## src/rtl/counter_modn_param.sv

```systemverilog
// counter_modn_param
//   WIDTH-bit counter with a run-time modulus M = LIMIT+1. Q always stays in
//   0..LIMIT. It can count up by 1, down by 1, down by STEP, or load D
//   (clamped to LIMIT).
//
//   CLK     in   clock; all state updates on the rising edge
//   RESET   in   asynchronous active-low reset
//   ENABLE  in   1 = apply MODO on this edge, 0 = hold
//   MODO    in   00 up +1, 01 down -1, 10 down -STEP, 11 load D
//   D       in   load value
//   LIMIT   in   terminal count
//   Q       out  registered count
//   RCO     out  registered one-cycle pulse, high with a wrapped Q value
//   LOAD    out  registered one-cycle pulse, high with a loaded Q value
module counter_modn_param #(
  parameter int unsigned WIDTH = 4,
  parameter int unsigned STEP  = 3
) (
  input  logic             CLK,
  input  logic             RESET,
  input  logic             ENABLE,
  input  logic [1:0]       MODO,
  input  logic [WIDTH-1:0] D,
  input  logic [WIDTH-1:0] LIMIT,
  output logic [WIDTH-1:0] Q,
  output logic             RCO,
  output logic             LOAD
);

  localparam logic [WIDTH:0] STEP_W = (WIDTH+1)'(STEP);
  localparam logic [WIDTH:0] ONE_W  = (WIDTH+1)'(1);

  logic [WIDTH-1:0] q_q, q_d;
  logic             rco_q, rco_d;
  logic             load_q, load_d;

  logic [WIDTH:0] q_w, m_w, k_w, sub_w, gap_w;

  // All decrement arithmetic is done one bit wider, so the top bit is a borrow.
  assign q_w   = {1'b0, q_q};
  assign m_w   = {1'b0, LIMIT} + ONE_W;
  assign k_w   = (MODO == 2'b10) ? STEP_W : ONE_W;
  assign sub_w = q_w - k_w;  // sub_w[WIDTH] set when Q < k
  assign gap_w = m_w - k_w;  // gap_w[WIDTH] set when k > M

  always_comb begin
    q_d    = q_q;
    rco_d  = 1'b0;
    load_d = 1'b0;
    if (ENABLE) begin
      unique case (MODO)
        2'b11: begin
          q_d    = (D > LIMIT) ? LIMIT : D;
          load_d = 1'b1;
        end
        2'b00: begin
          if (q_q > LIMIT) begin
            q_d = '0;
          end else if (q_q == LIMIT) begin
            q_d   = '0;
            rco_d = 1'b1;
          end else begin
            q_d = q_q + WIDTH'(1);
          end
        end
        default: begin
          if (q_q > LIMIT) begin
            q_d = LIMIT;
          end else if (!sub_w[WIDTH]) begin
            q_d = sub_w[WIDTH-1:0];
          end else if (!gap_w[WIDTH]) begin
            // Q < k <= M: Q + (M - k) < M, so the result always fits in WIDTH bits.
            q_d   = q_q + gap_w[WIDTH-1:0];
            rco_d = 1'b1;
          end else begin
            q_d   = '0;
            rco_d = 1'b1;
          end
        end
      endcase
    end
  end

  always_ff @(posedge CLK or negedge RESET) begin
    if (!RESET) begin
      q_q    <= '0;
      rco_q  <= 1'b0;
      load_q <= 1'b0;
    end else begin
      q_q    <= q_d;
      rco_q  <= rco_d;
      load_q <= load_d;
    end
  end

  assign Q    = q_q;
  assign RCO  = rco_q;
  assign LOAD = load_q;

endmodule
```

## config.mk

```make
export PLATFORM = sky130hd
export DESIGN_NAME = counter_modn_param
export DESIGN_NICKNAME = d
export VERILOG_FILES = /design/src/rtl/counter_modn_param.sv
export SDC_FILE = /design/constraint.sdc
export NUM_CORES = 1
export LEC_CHECK = 0
export CAP_MARGIN = 20
export CORE_MARGIN = 2
export CORE_UTILIZATION = 51
export CTS_CLUSTER_DIAMETER = 150
export CTS_CLUSTER_SIZE = 12
export DETAILED_ROUTE_END_ITERATION = 7
export PLACE_DENSITY = 0.78
export SLEW_MARGIN = 10
export SYNTH_ARGS = -nofsm -noshare
export SYNTH_HDL_FRONTEND = slang
export SYNTH_SLANG_ARGS = --single-unit
```

## constraint.sdc

```tcl
create_clock -name CLK -period 2.5 [get_ports CLK]
set_input_delay 0.5 -clock CLK [delete_from_list [all_inputs] [get_ports CLK]]
set_output_delay 0.5 -clock CLK [all_outputs]
set_load 0.02 [all_outputs]
```

# After elaboration in Yosys (flattened, before gate mapping)
# Cells that the tools add are included.
# op_classes
addsub	5
magnitude_cmp	2
eq_ne	3
muxes	16
n_reduce_logical	1
# ops
operator	n
4-bit two-way mux	6
4-bit greater-than comparator	2
4-bit one-hot mux with 2 select lines	1
1-bit two-way mux	7
4-bit by 1-bit adder with 5-bit output (second input constant)	1
4-bit by 2-bit subtractor with 5-bit output	1
5-bit by 2-bit subtractor with 5-bit output	1
4-bit by 1-bit adder with 4-bit output (second input constant)	1
4-bit adder	1
2-bit == test (second input constant)	2
4-bit == test	1
2-bit logical NOT	1
2-bit two-way mux	1
1-bit one-hot mux with 2 select lines	1
# totals
ff_bits	6
input_bits	13
out_inout_bits	6

# Depth between registers and ports, before layout
# Gate-level depths: netlist (run 1).
# depth
depth_word	8
mapped_depth	12
mapped_depth_nobuf	12

# Worst setup path after synthesis (run 1)
# No wires, ideal clock.
# synth_timing
path_type	input to register
start	input MODO[0]
end	register q_q[2], in the netlist Q[2]
setup_ps	132
arrival_ps	2349
slack_ps	19
stages	12
path_buffers	0
cell_sequence	inv_1 > ha_1 > ha_1 > inv_1 > ha_1 > ha_1 > xnor2_1 > a211oi_1 > nor2_1 > mux2_1 > o21ai_1 > o22ai_1
# synth_via
elab_chain_len	8
# synth_rtl
item	line_no	source
start, declared	22	input logic [1:0] MODO,
2-bit == test	42	assign k_w = (MODO == 2'b10) ? STEP_W : ONE_W;
2-bit two-way mux	42	
5-bit by 2-bit subtractor with 5-bit output	44	assign gap_w = m_w - k_w;
4-bit adder	73	q_d = q_q + gap_w[WIDTH-1:0];
4-bit two-way mux	71	end else if (!gap_w[WIDTH]) begin
4-bit two-way mux	69	end else if (!sub_w[WIDTH]) begin
4-bit two-way mux	67	if (q_q > LIMIT) begin
4-bit one-hot mux with 2 select lines *	51	unique case (MODO)
end signal, assigned	90	q_q <= q_d;
end, declared	33	logic [WIDTH-1:0] q_q, q_d;
# Every way passes the cells marked *; elsewhere a longest branch is shown, timed or not.
# A chain may end at the register's enable or synchronous reset.

# Final worst setup path (run 1)
# layout_timing
start	input LIMIT[3]
end	register q_q[3], in the netlist Q[3]
# layout_via
elab_chain_len	7
# layout_rtl
item	line_no	source
start, declared	24	input logic [WIDTH-1:0] LIMIT,
4-bit by 1-bit adder with 5-bit output	41	assign m_w = {1'b0, LIMIT} + ONE_W;
5-bit by 2-bit subtractor with 5-bit output	44	
4-bit adder	73	
4-bit two-way mux	71	
4-bit two-way mux	69	
4-bit two-way mux	67	
4-bit one-hot mux with 2 select lines *	51	
# Marked as above.

==> run summary, run 1 <==
========================================================================================
Outcome                                                                     finished, final reports clean
Final setup violation count                                                            0
End-of-flow core utilization                                                       0.755
Number of H-tree levels                                                                1
Worst slew margin relative to its limit                                            0.748
Post-DRT Antenna Nets                                                                  0
Sequential fraction of the synthesis area                                          0.147
Cell count of the worst reg-to-reg path                                                9
Start point of the critical path                                                LIMIT[3]
Clock tree root buffer cell                                                 sky130_fd_sc_hd__clkbuf_4
Bufs on Longest Clock Path                                                             2
Area delta synth->final                                                            41.9%
Boundary pin count                                                                    19
Net switching power                                                               498 uW
Number of remaining DRC errors                                                         0
Setup repair after global routing missed its margin                                   no
Proportion of synthesized flip-flops having asynchronous set or reset               1.00
Fin Setup TNS                                                                       0 ns
Largest fanout of any net on the critical path                                         4
CTS tree                                                                            done
Count of flip-flops with a built-in enable after synthesis                             0
Global router's overall resource usage                                             0.219
Areal power density over the cells                                           763 nW/um^2
Max incr delay on CP                                                             0.47 ns
Crit path cell chain                                                        clkdlybuf4s50_1 > inv_1 > ha_1 > nand4_1 > o21ai_2 > a21oi_4 > mux2_4 > a221oi_2 > a311oi_2
Type of element capturing the critical path                                         flop
Minimum clock period after layout                                                2.40 ns
Floorplan die height                                                             48.8 um
Area inside the core boundary                                                 1920 sq um
Sum of net half-perimeters after detailed placement                              2090 um
Worst path buffer plus inverter count                                                  2
Crit Reg-Reg Endpoint                                                       Q[2]$_DFFE_PN0P_
Category of cells accounting for the largest share of critical-path delay   compound AO/OA/AOI/OAI gates
Syn. warnings                                                                          0
Commonest cells after routing, fill and taps aside                          sky130_fd_sc_hd__buf_4, sky130_fd_sc_hd__ha_1, sky130_fd_sc_hd__clkdlybuf4s50_1, sky130_fd_sc_hd__inv_1, sky130_fd_sc_hd__dfrtp_1
Total Nets Final                                                                     177
Vias                                                                                 951
Worst slack after detailed placement                                           -0.586 ns
Leakage power                                                                   0.660 nW
Number of distinct library cells after synthesis                                      39
Commonest register cell after synthesis                                     sky130_fd_sc_hd__dfrtp_1
Pin count of the biggest net entering global routing                                  12
# Max-Cap Violations                                                                   0
Data arrival time of the worst path                                              2.50 ns
Cell taking the most area after synthesis                                   sky130_fd_sc_hd__ha_1
Routability Congestion                                                             0.865
Switching share of power                                                           0.450
Worst ir drop on vdd                                                            0.508 mV
GR Overflow Total                                                                      0
Number of clock sinks seen by CTS                                                      6
Diodes inserted                                                                        0
Post-Syn Area                                                                 1020 sq um
Number of cells on the critical path                                                   9
Number of DRC markers after the initial detailed-route iteration                      31
Clock share of power                                                               0.080
Die area                                                                      2380 sq um
Global-route wire length before repair                                           4040 um
Clock skew                                                                    0.00148 ns
Slew at the pin closest to its max-slew limit                                   0.378 ns
Number of search-and-repair iterations in the first detailed-routing pass              4
Vias/cell                                                                           5.66
Per-instance average area after synthesis                                     9.92 sq um
Port bufs                                                                             18
Top cells by area in the synthesized netlist                                sky130_fd_sc_hd__ha_1, sky130_fd_sc_hd__dfrtp_1, sky130_fd_sc_hd__fa_1, sky130_fd_sc_hd__inv_1, sky130_fd_sc_hd__mux2i_1
Antenna violations before repair                                                       0
Final wirelength                                                                 2600 um
Num CTS Buffers                                                                        3
Proportion of netlist area held by the largest area contributor                    0.220
Via count of the first global-routing pass                                           930
Most frequent standard cell in the layout excluding fill and tap cells      sky130_fd_sc_hd__buf_4
Number of standard-cell rows in the floorplan                                         16
Worst R2R Start                                                             Q[0]$_DFFE_PN0P_
Nature of the critical path startpoint                                         input pin
Number of synthesized register bits                                                    6
Highest achievable clock rate                                                    417 MHz
Insertion delay to the later sink of the worst-skew pair                         0.24 ns
Cell count after synthesis                                                           103
Final Slew Violations                                                                  0
Clock slew at reported path FFs                                                  0.04 ns
Kind of path behind the tightest hold check                                 input pin to async pin
Wire per inst                                                                    15.5 um
Sequential group share of total power                                              0.162
Startpoint-to-endpoint class of the critical path                           input pin to flop
Die width                                                                        48.8 um
Combinational fraction of design power                                             0.758
CP Data Required Time                                                            2.60 ns
Final worst-path setup slack                                                    0.102 ns
Number of hold violations in the final report                                          0
Register-to-register setup slack                                                 0.23 ns
Count of fill cells added during filler insertion                                    142
Critical path's slowest cell                                                sky130_fd_sc_hd__clkdlybuf4s50_1
Share of layout cells above drive strength 1                                       0.369
Net count of the mapped netlist                                                      137
# hold bufs at CTS                                                                     0
Capturing element of the worst setup path                                   Q[3]$_DFFE_PN0P_
Share of the clock period used by the worst path after layout                      0.959
Initial Util                                                                       0.532
Internal Dissipation                                                              608 uW
========================================================================================
## cells by family (layout without fill, tap and decap cells)
family / Yosys count / count (layout) / synth area share
buf+inv: 15 / 53 / 0.0624
flops: 6 / 6 / 0.147
mux: 9 / 9 / 0.102
compound gates: 25 / 25 / 0.222
simple gates: 22 / 22 / 0.146
xor+xnor: 5 / 5 / 0.0428
fa+ha+maj: 21 / 21 / 0.279
## metal layers
layer | wire [um] | up-vias | track usage
li1 | - | 462 | -
met1 | 1130 | 457 | 0.274
met2 | 1330 | 30 | 0.409
met3 | 117 | 2 | 0.0429
met4 | 16 | 0 | 0.00952
met5 | 0 | - | 0
## worst min-delay path by stage
stage | start | endpoint | slack [ns] | cells past startpoint
after detailed placement | Q[2]$_DFFE_PN0P_ | Q[2]$_DFFE_PN0P_ | 0.69 | 2
final | RESET | Q[0]$_DFFE_PN0P_ | 0.49 | 1
after global routing | RESET | Q[0]$_DFFE_PN0P_ | 0.51 | 1
after floorplan | RESET | LOAD$_DFF_PN0_ | 0.20 | 0
after CTS | RESET | RCO$_DFF_PN0_ | 0.49 | 1
after global placement | Q[2]$_DFFE_PN0P_ | Q[2]$_DFFE_PN0P_ | 0.67 | 2
## flip-flops by register name (all words and copies together) (netlist names)
| register | count |
|---|---|
| Q | 4 |
| LOAD | 1 |
| RCO | 1 |
## cell usage after synthesis, types with 2 or more instances
cell	instances
sky130_fd_sc_hd__nand2_1	4
sky130_fd_sc_hd__dfrtp_1	6
sky130_fd_sc_hd__xor2_1	2
sky130_fd_sc_hd__mux2_1	3
sky130_fd_sc_hd__o21ai_1	2
sky130_fd_sc_hd__mux2_4	2
sky130_fd_sc_hd__a221oi_2	2
sky130_fd_sc_hd__nor2_1	4
sky130_fd_sc_hd__o22ai_1	3
sky130_fd_sc_hd__nor2b_4	2
sky130_fd_sc_hd__o21ai_0	2
sky130_fd_sc_hd__ha_1	18
sky130_fd_sc_hd__and4_1	2
sky130_fd_sc_hd__xnor2_1	3
sky130_fd_sc_hd__a21oi_4	2
sky130_fd_sc_hd__inv_1	13
sky130_fd_sc_hd__nor3_1	2
sky130_fd_sc_hd__fa_1	3
sky130_fd_sc_hd__a21oi_1	3
sky130_fd_sc_hd__mux2i_1	4
sky130_fd_sc_hd__nand4_1	3
## cell type report
type	instances	area (sq um)	share of cell area
repair buffers	37	313	0.216
multi-input cells	82	882	0.608
clock buffers	3	22.5	0.0155
well taps	27	33.8	0.0233
inverters	13	48.8	0.0336
flip-flops and latches	6	150	0.104
## power by group through the flow
stage          clock network, mW  registers, mW  logic [mW]
2_1_floorplan                  0          0.197       0.454
3_3_place_gp                   0          0.173       0.721
3_5_place_dp                   0          0.174       0.747
4_1_cts                   0.0928          0.177       0.801
5_1_grt                   0.0993          0.181       0.899
6_report                  0.0885          0.179       0.839
## timing repair
| action | in CTS | in global routing |
|---|---|---|
| gates cloned | 0 | 0 |
| setup buffers | 1 | 1 |
| pin swaps | 8 | 3 |
| endpoints found under the setup margin | 4 | 3 |
| gates resized for setup | 18 | 7 |
## per-stage QoR
step	hold slack (ns)	cell area [sq um]	total power, mW	std cells
final	0.492	1450	1.11	168
after global routing	0.512	1450	1.18	168
after global placement	0.673	1350	0.893	163
after CTS	0.495	1440	1.07	167
after floorplan	0.204	1020	0.651	103
after detailed placement	0.686	1350	0.921	163
## worst register-to-register path: cells and delay by family, from the launching register on
family | cells | cell delay, ns
compound gates | 3 | 0.46
xor+xnor | 1 | 0.15
fa+ha+maj | 2 | 0.61
buf+inv | 1 | 0.06
flops | 1 | 0.49
mux | 1 | 0.28
simple gates | 1 | 0.09
No activity file was read; power rests on OpenSTA's default activity.
==> run 2, diff against run 1 <==
- CAP_MARGIN: 20 -> unset
- GPL_ROUTABILITY_DRIVEN: unset -> 0
==> results of run 2 <==
No change in the layout: final DEF, timing and power equal those of run 1.
==> run 3, diff against run 2 <==
- CORE_MARGIN: 2 -> 10
- CTS_CLUSTER_DIAMETER: 150 -> 30
==> run summary, run 3 (synthesis results as in run 1) <==
========================================================================================
Outcome                                                                     finished, final reports clean
Final Slew Violations                                                                  0
Number of DRC markers after the initial detailed-route iteration                      32
Clock tree root buffer cell                                                 sky130_fd_sc_hd__clkbuf_4
Minimum clock period after layout                                                2.44 ns
Share of the clock period used by the worst path after layout                      0.978
Worst R2R Start                                                             Q[0]$_DFFE_PN0P_
Number of flip-flops under the largest register name                                   4
Worst slack after detailed placement                                           -0.625 ns
# hold bufs at CTS                                                                     0
End-of-flow core utilization                                                       0.750
Global-route wire length before repair                                           4750 um
Worst slew margin relative to its limit                                            0.675
Data arrival time of the worst path                                              2.60 ns
Area inside the core boundary                                                 1940 sq um
Largest fanout of any net on the critical path                                         2
Insertion delay to the later sink of the worst-skew pair                         0.28 ns
Most frequent standard cell in the layout excluding fill and tap cells      sky130_fd_sc_hd__buf_4
Share of layout cells above drive strength 1                                       0.326
Register-to-register setup slack                                                 0.26 ns
Final worst-path setup slack                                                   0.0561 ns
Diodes inserted                                                                        0
Via count of the first global-routing pass                                         1,003
Number of clock sinks seen by CTS                                                      6
Global router's overall resource usage                                             0.141
Die width                                                                        64.8 um
Number of standard-cell rows in the floorplan                                         16
Die area                                                                      4200 sq um
Vias                                                                                 953
Wire per inst                                                                    17.0 um
Type of element capturing the critical path                                         flop
CTS tree                                                                            done
Setup repair after global routing missed its margin                                  yes
Number of search-and-repair iterations in the first detailed-routing pass              4
Count of fill cells added during filler insertion                                    150
CP Data Required Time                                                            2.65 ns
Number of remaining DRC errors                                                         0
GR Overflow Total                                                                      0
Boundary pin count                                                                    19
# Max-Cap Violations                                                                   0
Highest achievable clock rate                                                    409 MHz
Slew at the pin closest to its max-slew limit                                   0.487 ns
Crit Reg-Reg Endpoint                                                       Q[2]$_DFFE_PN0P_
Vias/cell                                                                           5.67
Initial Util                                                                       0.526
Num CTS Buffers                                                                        3
Total power consumption of the routed design                                     1.11 mW
Kind of path behind the tightest hold check                                 input pin to async pin
Number of hold violations in the final report                                          0
Number of H-tree levels                                                                1
Pin count of the biggest net entering global routing                                  12
Clock slew at reported path FFs                                                  0.06 ns
Antenna violations before repair                                                       0
Final setup violation count                                                            0
Bufs on Longest Clock Path                                                             2
Floorplan die height                                                             64.8 um
Total Nets Final                                                                     177
Sum of net half-perimeters after detailed placement                              2280 um
Worst hold slack                                                                0.457 ns
Commonest cells after routing, fill and taps aside                          sky130_fd_sc_hd__buf_4, sky130_fd_sc_hd__clkdlybuf4s50_1, sky130_fd_sc_hd__ha_1, sky130_fd_sc_hd__inv_1, sky130_fd_sc_hd__dfrtp_1
Nature of the critical path startpoint                                         input pin
Leakage power                                                                   0.651 nW
Post-route standard cell area excluding fillers                               1460 sq um
Placed Instance Area                                                          1360 sq um
Post-DRT Antenna Nets                                                                  0
Startpoint-to-endpoint class of the critical path                           input pin to flop
Port bufs                                                                             18
Cell count of the worst reg-to-reg path                                                9
Worst ir drop on vdd                                                            0.578 mV
Final wirelength                                                                 2850 um
Areal power density over the cells                                           763 nW/um^2
Clock skew                                                                     0.0182 ns
Area delta synth->final                                                            42.5%
========================================================================================
run 3: worst max path at each step:
stage	from	cells past startpoint	end
floorplan	MODO[0]	12	Q[2]$_DFFE_PN0P_
global placement	MODO[0]	13	Q[2]$_DFFE_PN0P_
detailed placement	MODO[0]	13	Q[2]$_DFFE_PN0P_
CTS	MODO[0]	13	Q[2]$_DFFE_PN0P_
global route	MODO[0]	13	Q[2]$_DFFE_PN0P_
finish	MODO[0]	13	Q[2]$_DFFE_PN0P_
run 3: layout make-up:
| type | instances | area [sq um] | area share |
|---|---|---|---|
| Multi-Input combinational cell | 82 | 882 | 0.606 |
| Inverter | 13 | 48.8 | 0.0335 |
| Timing Repair Buffer | 37 | 319 | 0.219 |
| Clock buffer | 3 | 22.5 | 0.0155 |
| Sequential cell | 6 | 150 | 0.103 |
| Tap cell | 27 | 33.8 | 0.0232 |
run 3: power by group:
group          leakage, nW  switching (mW)  internal, mW  total, mW
clock               0.0138          0.0468        0.0551      0.102
combinational        0.562           0.412         0.426      0.838
sequential          0.0754          0.0497         0.122      0.172
total                0.651           0.508         0.603       1.11
run 3: repair_timing:
item	4_1_cts	5_1_grt
cloned	0	0
pin swaps	4	3
gates resized for setup	10	6
setup buffers	1	0
setup endpoints to repair	4	3
run 3: critical path, cell delays in order:
cell,delay (ns)
sky130_fd_sc_hd__dlygate4sd2_1,0.25
sky130_fd_sc_hd__inv_2,0.08
sky130_fd_sc_hd__ha_4,0.14
sky130_fd_sc_hd__ha_4,0.11
sky130_fd_sc_hd__inv_1,0.05
sky130_fd_sc_hd__ha_4,0.16
sky130_fd_sc_hd__fa_2,0.34
sky130_fd_sc_hd__xor2_2,0.17
sky130_fd_sc_hd__a211oi_2,0.18
sky130_fd_sc_hd__nor2_1,0.10
sky130_fd_sc_hd__mux2_1,0.29
sky130_fd_sc_hd__o21ai_1,0.13
sky130_fd_sc_hd__o22ai_1,0.09
run 3: stage by stage:
stage,std cells,TNS (ns)
after floorplan,103,0
after global placement,164,-1.58
after detailed placement,164,-2.03
after CTS,168,0
after global routing,168,-0.0565
final,168,0
run 3: layer usage:
| metal | global-route usage | routed length, um | vias to the layer above |
|---|---|---|---|
| li1 | - | - | 458 |
| met1 | 0.155 | 1230 | 460 |
| met3 | 0.0344 | 109 | 6 |
| met4 | 0.0535 | 89 | 0 |
| met5 | 0 | 0 | - |
| met2 | 0.254 | 1420 | 29 |
